--- src/rtl/decl_check.sv ---
// Byte-serial checker for C-style declarations: ws* TYPE ws+ ID (ws* ',' ws* ID)* ws* ';'
// Ports:
//   clk, reset     clock, synchronous active-high reset
//   in, in_valid   ASCII character and its qualifier
//   out            one-cycle pulse after the ';' of a legal statement
//   id_count       identifier count of the last accepted statement (saturating)
//   type_char      type of the last accepted statement (0 = int, 1 = char)
module decl_check #(
  parameter int unsigned MAX_ID_LEN  = 8,
  parameter int unsigned CNT_W       = 4,
  parameter bit          ENABLE_CHAR = 1'b1
) (
  input  logic             clk,
  input  logic             reset,
  input  logic [7:0]       in,
  input  logic             in_valid,
  output logic             out,
  output logic [CNT_W-1:0] id_count,
  output logic             type_char
);

  localparam int unsigned      LEN_W   = $clog2(MAX_ID_LEN + 2);
  localparam logic [LEN_W-1:0] LEN_MAX = LEN_W'(MAX_ID_LEN);
  localparam logic [CNT_W-1:0] CNT_MAX = {CNT_W{1'b1}};

  typedef enum logic [3:0] {
    START, TYPE_I, TYPE_N, TYPE_T, TYPE_C, TYPE_H, TYPE_A, TYPE_R,
    TYPE_WS, LIST_WS, IDENT, POST_WS, ACCEPT, ERR
  } state_t;

  typedef enum logic [2:0] {
    KW_NONE, KW_I, KW_IN, KW_INT, KW_C, KW_CH, KW_CHA, KW_CHAR
  } kw_t;

  state_t           state;
  kw_t              kw;
  kw_t              kw_next;
  kw_t              kw_first;
  logic [LEN_W-1:0] len;
  logic [CNT_W-1:0] cnt;
  logic [CNT_W-1:0] cnt_inc;
  logic             cur_char;

  logic is_ws, is_alpha, is_digit, is_id_start, is_id_char, is_semi, is_comma, is_kw_id;

  // Character classes
  assign is_ws       = (in == 8'h20) || (in == 8'h09);
  assign is_alpha    = ((in >= 8'h41) && (in <= 8'h5A)) || ((in >= 8'h61) && (in <= 8'h7A));
  assign is_digit    = (in >= 8'h30) && (in <= 8'h39);
  assign is_id_start = is_alpha || (in == 8'h5F);
  assign is_id_char  = is_id_start || is_digit;
  assign is_semi     = (in == 8'h3B);
  assign is_comma    = (in == 8'h2C);

  assign cnt_inc  = (cnt == CNT_MAX) ? cnt : cnt + CNT_W'(1);
  assign is_kw_id = (kw == KW_INT) || (kw == KW_CHAR);
  assign kw_first = (in == 8'h69) ? KW_I : ((in == 8'h63) ? KW_C : KW_NONE);

  // Keyword-prefix tracker: follows "int"/"char" only while the ID still spells a prefix
  always_comb begin
    kw_next = KW_NONE;
    case (kw)
      KW_I:    if (in == 8'h6E) kw_next = KW_IN;
      KW_IN:   if (in == 8'h74) kw_next = KW_INT;
      KW_C:    if (in == 8'h68) kw_next = KW_CH;
      KW_CH:   if (in == 8'h61) kw_next = KW_CHA;
      KW_CHA:  if (in == 8'h72) kw_next = KW_CHAR;
      default: kw_next = KW_NONE;
    endcase
  end

  // Statement FSM with registered results
  always_ff @(posedge clk) begin
    if (reset) begin
      state     <= START;
      kw        <= KW_NONE;
      len       <= '0;
      cnt       <= '0;
      cur_char  <= 1'b0;
      out       <= 1'b0;
      id_count  <= '0;
      type_char <= 1'b0;
    end else begin
      out <= 1'b0;
      if (!in_valid) begin
        // ACCEPT never outlives one cycle, even without a new character
        if (state == ACCEPT) state <= START;
      end else begin
        case (state)
          START, ACCEPT: begin
            if (is_ws || is_semi) begin
              state <= START;
            end else if (in == 8'h69) begin
              state    <= TYPE_I;
              cnt      <= '0;
              cur_char <= 1'b0;
            end else if (ENABLE_CHAR && (in == 8'h63)) begin
              state    <= TYPE_C;
              cnt      <= '0;
              cur_char <= 1'b1;
            end else begin
              state <= ERR;
            end
          end
          TYPE_I: state <= (in == 8'h6E) ? TYPE_N : (is_semi ? START : ERR);
          TYPE_N: state <= (in == 8'h74) ? TYPE_T : (is_semi ? START : ERR);
          TYPE_C: state <= (in == 8'h68) ? TYPE_H : (is_semi ? START : ERR);
          TYPE_H: state <= (in == 8'h61) ? TYPE_A : (is_semi ? START : ERR);
          TYPE_A: state <= (in == 8'h72) ? TYPE_R : (is_semi ? START : ERR);
          TYPE_T, TYPE_R: state <= is_ws ? TYPE_WS : (is_semi ? START : ERR);
          TYPE_WS, LIST_WS: begin
            if (is_id_start) begin
              state <= IDENT;
              len   <= LEN_W'(1);
              kw    <= kw_first;
            end else if (!is_ws) begin
              state <= is_semi ? START : ERR;
            end
          end
          IDENT: begin
            if (is_id_char) begin
              if (len == LEN_MAX) begin
                state <= ERR;
              end else begin
                len <= len + LEN_W'(1);
                kw  <= kw_next;
              end
            end else if (is_ws || is_comma || is_semi) begin
              if (is_kw_id) begin
                // Reserved word as an ID: the statement dies; its own ';' already ends it
                state <= is_semi ? START : ERR;
              end else begin
                cnt <= cnt_inc;
                if (is_semi) begin
                  state     <= ACCEPT;
                  out       <= 1'b1;
                  id_count  <= cnt_inc;
                  type_char <= cur_char;
                end else begin
                  state <= is_comma ? LIST_WS : POST_WS;
                end
              end
            end else begin
              state <= ERR;
            end
          end
          POST_WS: begin
            if (is_comma) begin
              state <= LIST_WS;
            end else if (is_semi) begin
              state     <= ACCEPT;
              out       <= 1'b1;
              id_count  <= cnt;
              type_char <= cur_char;
            end else if (!is_ws) begin
              state <= ERR;
            end
          end
          ERR: if (is_semi) state <= START;
          default: state <= ERR;
        endcase
      end
    end
  end

endmodule

--- config.mk ---
export PLATFORM = sky130hd
export DESIGN_NAME = decl_check
export DESIGN_NICKNAME = d
export VERILOG_FILES = /design/src/rtl/decl_check.sv
export SDC_FILE = /design/constraint.sdc
export NUM_CORES = 1
export LEC_CHECK = 0
export ABC_AREA = 1
export CORE_UTILIZATION = 53
export CTS_CLUSTER_DIAMETER = 60
export DETAILED_ROUTE_END_ITERATION = 12
export PLACE_DENSITY = 0.77
export SETUP_SLACK_MARGIN = 0.02
export SYNTH_ARGS = -nofsm -noshare
export SYNTH_HDL_FRONTEND = slang
export SYNTH_SLANG_ARGS = --single-unit
--- constraint.sdc ---
create_clock -name clk -period 1.6 [get_ports clk]
set_input_delay 0.32 -clock clk [delete_from_list [all_inputs] [get_ports clk]]
set_output_delay 0.32 -clock clk [all_outputs]
set_load 0.01 [all_outputs]
Word level (Yosys, flattened, before mapping)
Index checks and enable logic that the tools add are counted.
{"block": "totals", "inputBits": 11, "regBits": 22, "output_inout_bits": 6}
{"block": "classes", "bitwise": 2, "n_lt_le_gt_ge": 6, "n_mux": 70, "reduce_logical": 27, "addsub": 2, "eq_ne": 49}
{"operator": "$mux W4", "n": 38}
{"operator": "$eq A8 B7 Y1 const B", "n": 8}
{"operator": "$pmux W4 S11", "n": 1}
{"operator": "$eq A4 B4 Y1 const B", "n": 8}
{"operator": "$mux W3", "n": 9}
{"operator": "$eq A8 B6 Y1 const B", "n": 3}
{"operator": "$pmux W4 S2", "n": 3}
{"operator": "$ne A2 B2 Y1 const B", "n": 10}
{"operator": "$eq A4 B3 Y1 const B", "n": 4}
{"operator": "$ge A8 B7 Y1 const B", "n": 2}
{"operator": "$le A8 B7 Y1 const B", "n": 2}
{"operator": "$pmux W3 S5", "n": 1}
{"operator": "$eq A3 B3 Y1 const B", "n": 4}
{"operator": "$mux W1", "n": 12}
{"operator": "$reduce_and A5 Y1", "n": 2}
{"operator": "$reduce_bool A2 Y1", "n": 5}
{"operator": "$add A4 B1 Y4 const B", "n": 2}
{"operator": "$eq A4 B2 Y1 const B", "n": 2}
{"operator": "$eq A8 B4 Y1 const B", "n": 1}
{"operator": "$ge A8 B6 Y1 const B", "n": 1}
{"operator": "$le A8 B6 Y1 const B", "n": 1}
{"operator": "$logic_or A1 B1 Y1", "n": 8}
{"operator": "$ne A4 B4 Y1 const B", "n": 2}
{"operator": "$reduce_and A8 Y1", "n": 1}
{"operator": "15 further kinds", "n": 26}

Longest topological paths before layout
{"block": "depth", "ltp_word": 8, "mapped_depth": 14, "ltp_nobuf": 14}

Least setup slack after synthesis
OpenSTA, ideal clock, no wires.
{"block": "synth_path", "kind": "input to register", "startpoint": "input port in[6]", "endpoint": "register state[2]", "path_slack_ps": 10, "required_ps": 1488, "cell_stages": 12, "t_arrival_ps": 1478, "path_cell_list": "nor2_1 nand3_2 nor2_8 ha_1 inv_1 nand2_1 nand2_1 nand2_1 nor2_1 nand3b_1 nand2_1 nand2_1"}
{"block": "synth_between", "elab_chain_cells": 8, "elab_cells_between_ends": 51}
{"item": "from (decl)", "line": "15", "text": "input logic [7:0] in,"}
{"item": "$ge A8 B7 Y1, or another cell as far along", "line": "48", "text": "assign is_alpha = ((in >= 8'h41) && (in <= 8'h5A)) || ((in >= 8'h61) && (in <= 8'h7A));"}
{"item": "$logic_and A1 B1 Y1 / $logic_or A1 B1 Y1 (equally long branches)", "line": "48, 47"}
{"item": "$logic_or A1 B1 Y1 (on tied branches)", "line": "48, 128"}
{"item": "$logic_or A1 B1 Y1 (on tied branches)", "line": "50, 128"}
{"item": "$logic_or A1 B1 Y1 / $mux W4 (equally long branches)", "line": "51, 128"}
{"item": "$mux W4", "line": "121", "text": "if (is_id_char) begin"}
{"item": "$pmux W4 S11", "line": "89", "text": "case (state)"}
{"item": "$mux W4", "line": "85", "text": "if (!in_valid) begin"}
{"item": "to (signal assigned)", "line": "105", "text": "TYPE_I: state <= (in == 8'h6E) ? TYPE_N : (is_semi ? START : ERR);"}
{"item": "to (signal assigned)", "line": "117", "text": "state <= is_semi ? START : ERR;"}
{"item": "to (signal assigned)", "line": "131", "text": "state <= is_semi ? START : ERR;"}
{"item": "to (decl)", "line": "35", "text": "state_t state;"}
Several ways; a longest one is shown, not always the timed one. The select of a mux whose other input is x is not followed.
A chain may end at the register's enable or synchronous reset.

Final worst setup path
{"block": "layout_path", "startpoint": "register state[2]", "endpoint": "register state[0]"}
{"block": "layout_between", "elab_chain_cells": 4, "elab_cells_between_ends": 25}
{"item": "from (signal assigned)", "line": "105"}
{"item": "from (signal assigned)", "line": "106", "text": "TYPE_N: state <= (in == 8'h74) ? TYPE_T : (is_semi ? START : ERR);"}
{"item": "from (signal assigned)", "line": "107", "text": "TYPE_C: state <= (in == 8'h68) ? TYPE_H : (is_semi ? START : ERR);"}
{"item": "$eq A4 B4 Y1, or another cell as far along", "line": "89"}
{"item": "$reduce_or A2 Y1", "line": "89"}
{"item": "$pmux W4 S11 / $ne A4 B4 Y1 (equally long branches)"}
{"item": "$mux W4 / $reduce_and A5 Y1 (equally long branches)"}
Several ways; a longest one is shown, not always the timed one.

==> flow_summary.ini <==
[outcome]
status = complete, no violations

[layout]
diodes = 0
syn_to_final_growth_pct = 43.2
nets = 463
multi_input_area_mm2 = 0.00167
fillers = 274
drive_above_1_share_pct = 37.3
seq_area_um2 = 449

[cts]
cts_tree = built
cts.sinks = 22
clockBufferDepth = 2
cts_hold_buf = 0
cts_made_buffers = 3
h-tree-depth = 1
cts.reportedPaths.clkPinSlew_ns = 0.08
clk_latency_ns = 0.26
cts_root_buffer = clkbuf_8

[sta]
period_share_pct = 97.1
tightestPinTransition_ns = 0.297
fin_crit_ns = 1.55
hold_violations = 0
setup_viol = 0
final-max-slew-violation-count = 0
relSlewSlack_pct = 80.1
rsz0062_at_grt = yes
fin_ws_ns = 0.0457
finClkSkew_ns = 0.00760
max_freq_ghz = 0.643
tns_ns = 0

[place]
place_ws_ns = -0.691
dp_hpwl_mm = 5.08
gp_congestion = 0.964
port_buffers = 16

[floorplan]
die_w_um = 65.0
core_mm2 = 0.00374
start_util_pct = 56.2
floorplan.die.height_um = 65.0
rows = 22
dieArea_mm2 = 0.00423
ioPinCount = 17

[setup_path]
worst_path_max_delay_cell = dfxtp_2
worstSetupStartpoint = state[2]
worst_path_largest_cell_delay_ns = 0.34
cp-end-kind = flip-flop
r2r_slack_ns = 0.05
crit_arrival_ns = 1.73
reg2regPathDepth = 9
startpoint_type = flip-flop
reg2reg_to = state[0]
path_cells = buf_4 > nand2_1 > nor2_1 > o21ai_0 > nand3_1 > nor2_1 > nand4_1 > nand2_1 > a21oi_1
cp_num_buf_inv = 1
crit_path_end = state[0]
path_depth = 9
path_delay_family = simple AND/OR/NAND/NOR gates
crit_required_ns = 1.78
crit_type = reg -> reg
reg2reg_from = state[2]
crit_fanout = 3

[global_route]
grt_usage_pct = 32.3
grt_use_met3_pct = 4.40
grt_max_degree = 12
globalRouteMet1Util_pct = 45.3
grt_pass1_wl_mm = 10.8
first_global_vias = 2364
use_met2_pct = 53.5
grt_overflow = 0
top_usage_layer = met2
grt_antenna_before_repair = 0

[power_and_ir_drop]
powerDensity_mw_per_mm2 = 517
power_leakage_nw = 1.51
peakVddDrop_uv = 519

[drt]
drcViolationCount = 0
ant_nets = 0
drt-total-wl_mm = 6.67
drt_iter0_markers = 247
num_vias = 2681
via_per_inst = 5.44
wl_per_cell_um = 13.5
dr.pass1.iters = 5

[synth]
netlist_instances = 370
ys_types = 29
synth_area_mm2 = 0.00210
synth.avg_cell_area_um2 = 5.69
syn_nets = 386
synth_warnings = 0
synth-seq-area-share_pct = 20.9
ys_ff_latch = 22

[hold_path]
whs_path_depth = 2
worst_hold_path_type = reg -> reg

[job]
drv_cap = 0
-- logic make-up after synthesis --
group           count (synthesis)  synth area share, %
fa+ha+maj                       5                 2.97
xor+xnor                        2                0.832
mux                             1                0.476
flops                          22                 20.9
buf+inv                        56                 10.7
simple gates                  235                 51.4
compound gates                 49                 12.7
-- layer usage --
metal	vias up	share of wire, %
li1	1340	-
met5	-	0
met3	15	7.2
met1	1212	45
met4	0	1.6
met2	114	47
-- cell usage after synthesis --
master,number,area share [%]
nand3_2,4,1.9
inv_2,3,0.54
nand3_1,30,7.1
nor2_2,5,1.5
a21oi_1,23,5.5
xor2_1,2,0.83
nor3_1,10,2.4
o21ai_0,19,4.5
a211oi_1,2,0.71
a41oi_2,1,0.77
o2111ai_1,1,0.42
buf_6,1,0.54
o21ai_1,1,0.24
buf_4,1,0.36
nor2_4,5,2.7
nand2_1,93,17
nand2_2,6,1.8
nand2_4,2,1.1
nand4_1,7,2.1
a31oi_1,2,0.59
buf_2,3,0.71
nor2_1,69,12
or2_2,1,0.30
nor2_8,1,0.95
mux2i_1,1,0.48
nand3b_1,2,0.71
dfxtp_1,22,21
inv_1,48,8.6
ha_1,5,3.0
-- through the flow --
stage | util [%] | power, mW | instances | hold WS [ns] | cell area [um^2]
3_3_place_gp | 72.1 | 1.12 | 483 | 0.458 | 2700
4_1_cts | 76.1 | 1.48 | 489 | 0.473 | 2850
3_5_place_dp | 72.1 | 1.13 | 483 | 0.463 | 2700
2_1_floorplan | - | 0.938 | 370 | 0.392 | 2110
5_1_grt | 80.5 | 1.65 | 493 | 0.526 | 3010
6_report | 80.5 | 1.56 | 493 | 0.472 | 3010
-- worst min-delay path by stage --
stage	startpoint	to	slack (ns)
floorplan	reset	state[1]	0.39
global placement	len[3]	len[3]	0.46
detailed placement	len[3]	len[3]	0.46
CTS	len[3]	len[3]	0.47
global route	len[3]	len[3]	0.53
finish	len[3]	len[3]	0.47
-- what timing repair did --
item,4_1_cts,5_1_grt
setup endpoints to repair,22,21
endpoints found under the hold margin,0,0
resized for setup,49,76
setup buffers,3,5
pin swaps,15,23
-- registers in the layout (all words and copies together), names as in the netlist --
register / flops
type_char: 1
cur_char: 1
out: 1
state: 4
id_count: 4
len: 4
cnt: 4
kw: 3
-- area by class of cell --
class	count	share of cell area, %
Clock buffer	3	1.37
Tap cell	48	1.99
Timing Repair Buffer	77	19.7
Multi-Input combinational cell	292	55.4
Inverter	51	6.60
Sequential cell	22	14.9
-- power breakdown --
part / switching, mW / leakage, nW / internal [mW]
Combinational: 0.366 / 1.31 / 0.237
Clock: 0.173 / 0.0216 / 0.168
Sequential: 0.0340 / 0.181 / 0.580
Total: 0.573 / 1.51 / 0.986
-- worst reg2reg max path, stage by stage, from the launching register on --
cell     delay [ns]
dfxtp_2        0.34
buf_4          0.13
nand2_1        0.13
nor2_1         0.30
o21ai_0        0.14
nand3_1        0.10
nor2_1         0.04
nand4_1        0.09
nand2_1        0.06
a21oi_1        0.14
-- placed cells by master (no fill, tap or decap), drive strengths merged, types with 5 or more instances in the layout --
cell type / n
ha: 5
buf: 64
nor2: 80
inv: 51
clkdlybuf4s50: 8
a21oi: 23
nand4: 7
nand2: 101
o21ai: 20
dfxtp: 22
nor3: 10
clkbuf: 8
nand3: 34
No activity file was read; power rests on OpenSTA's default activity.
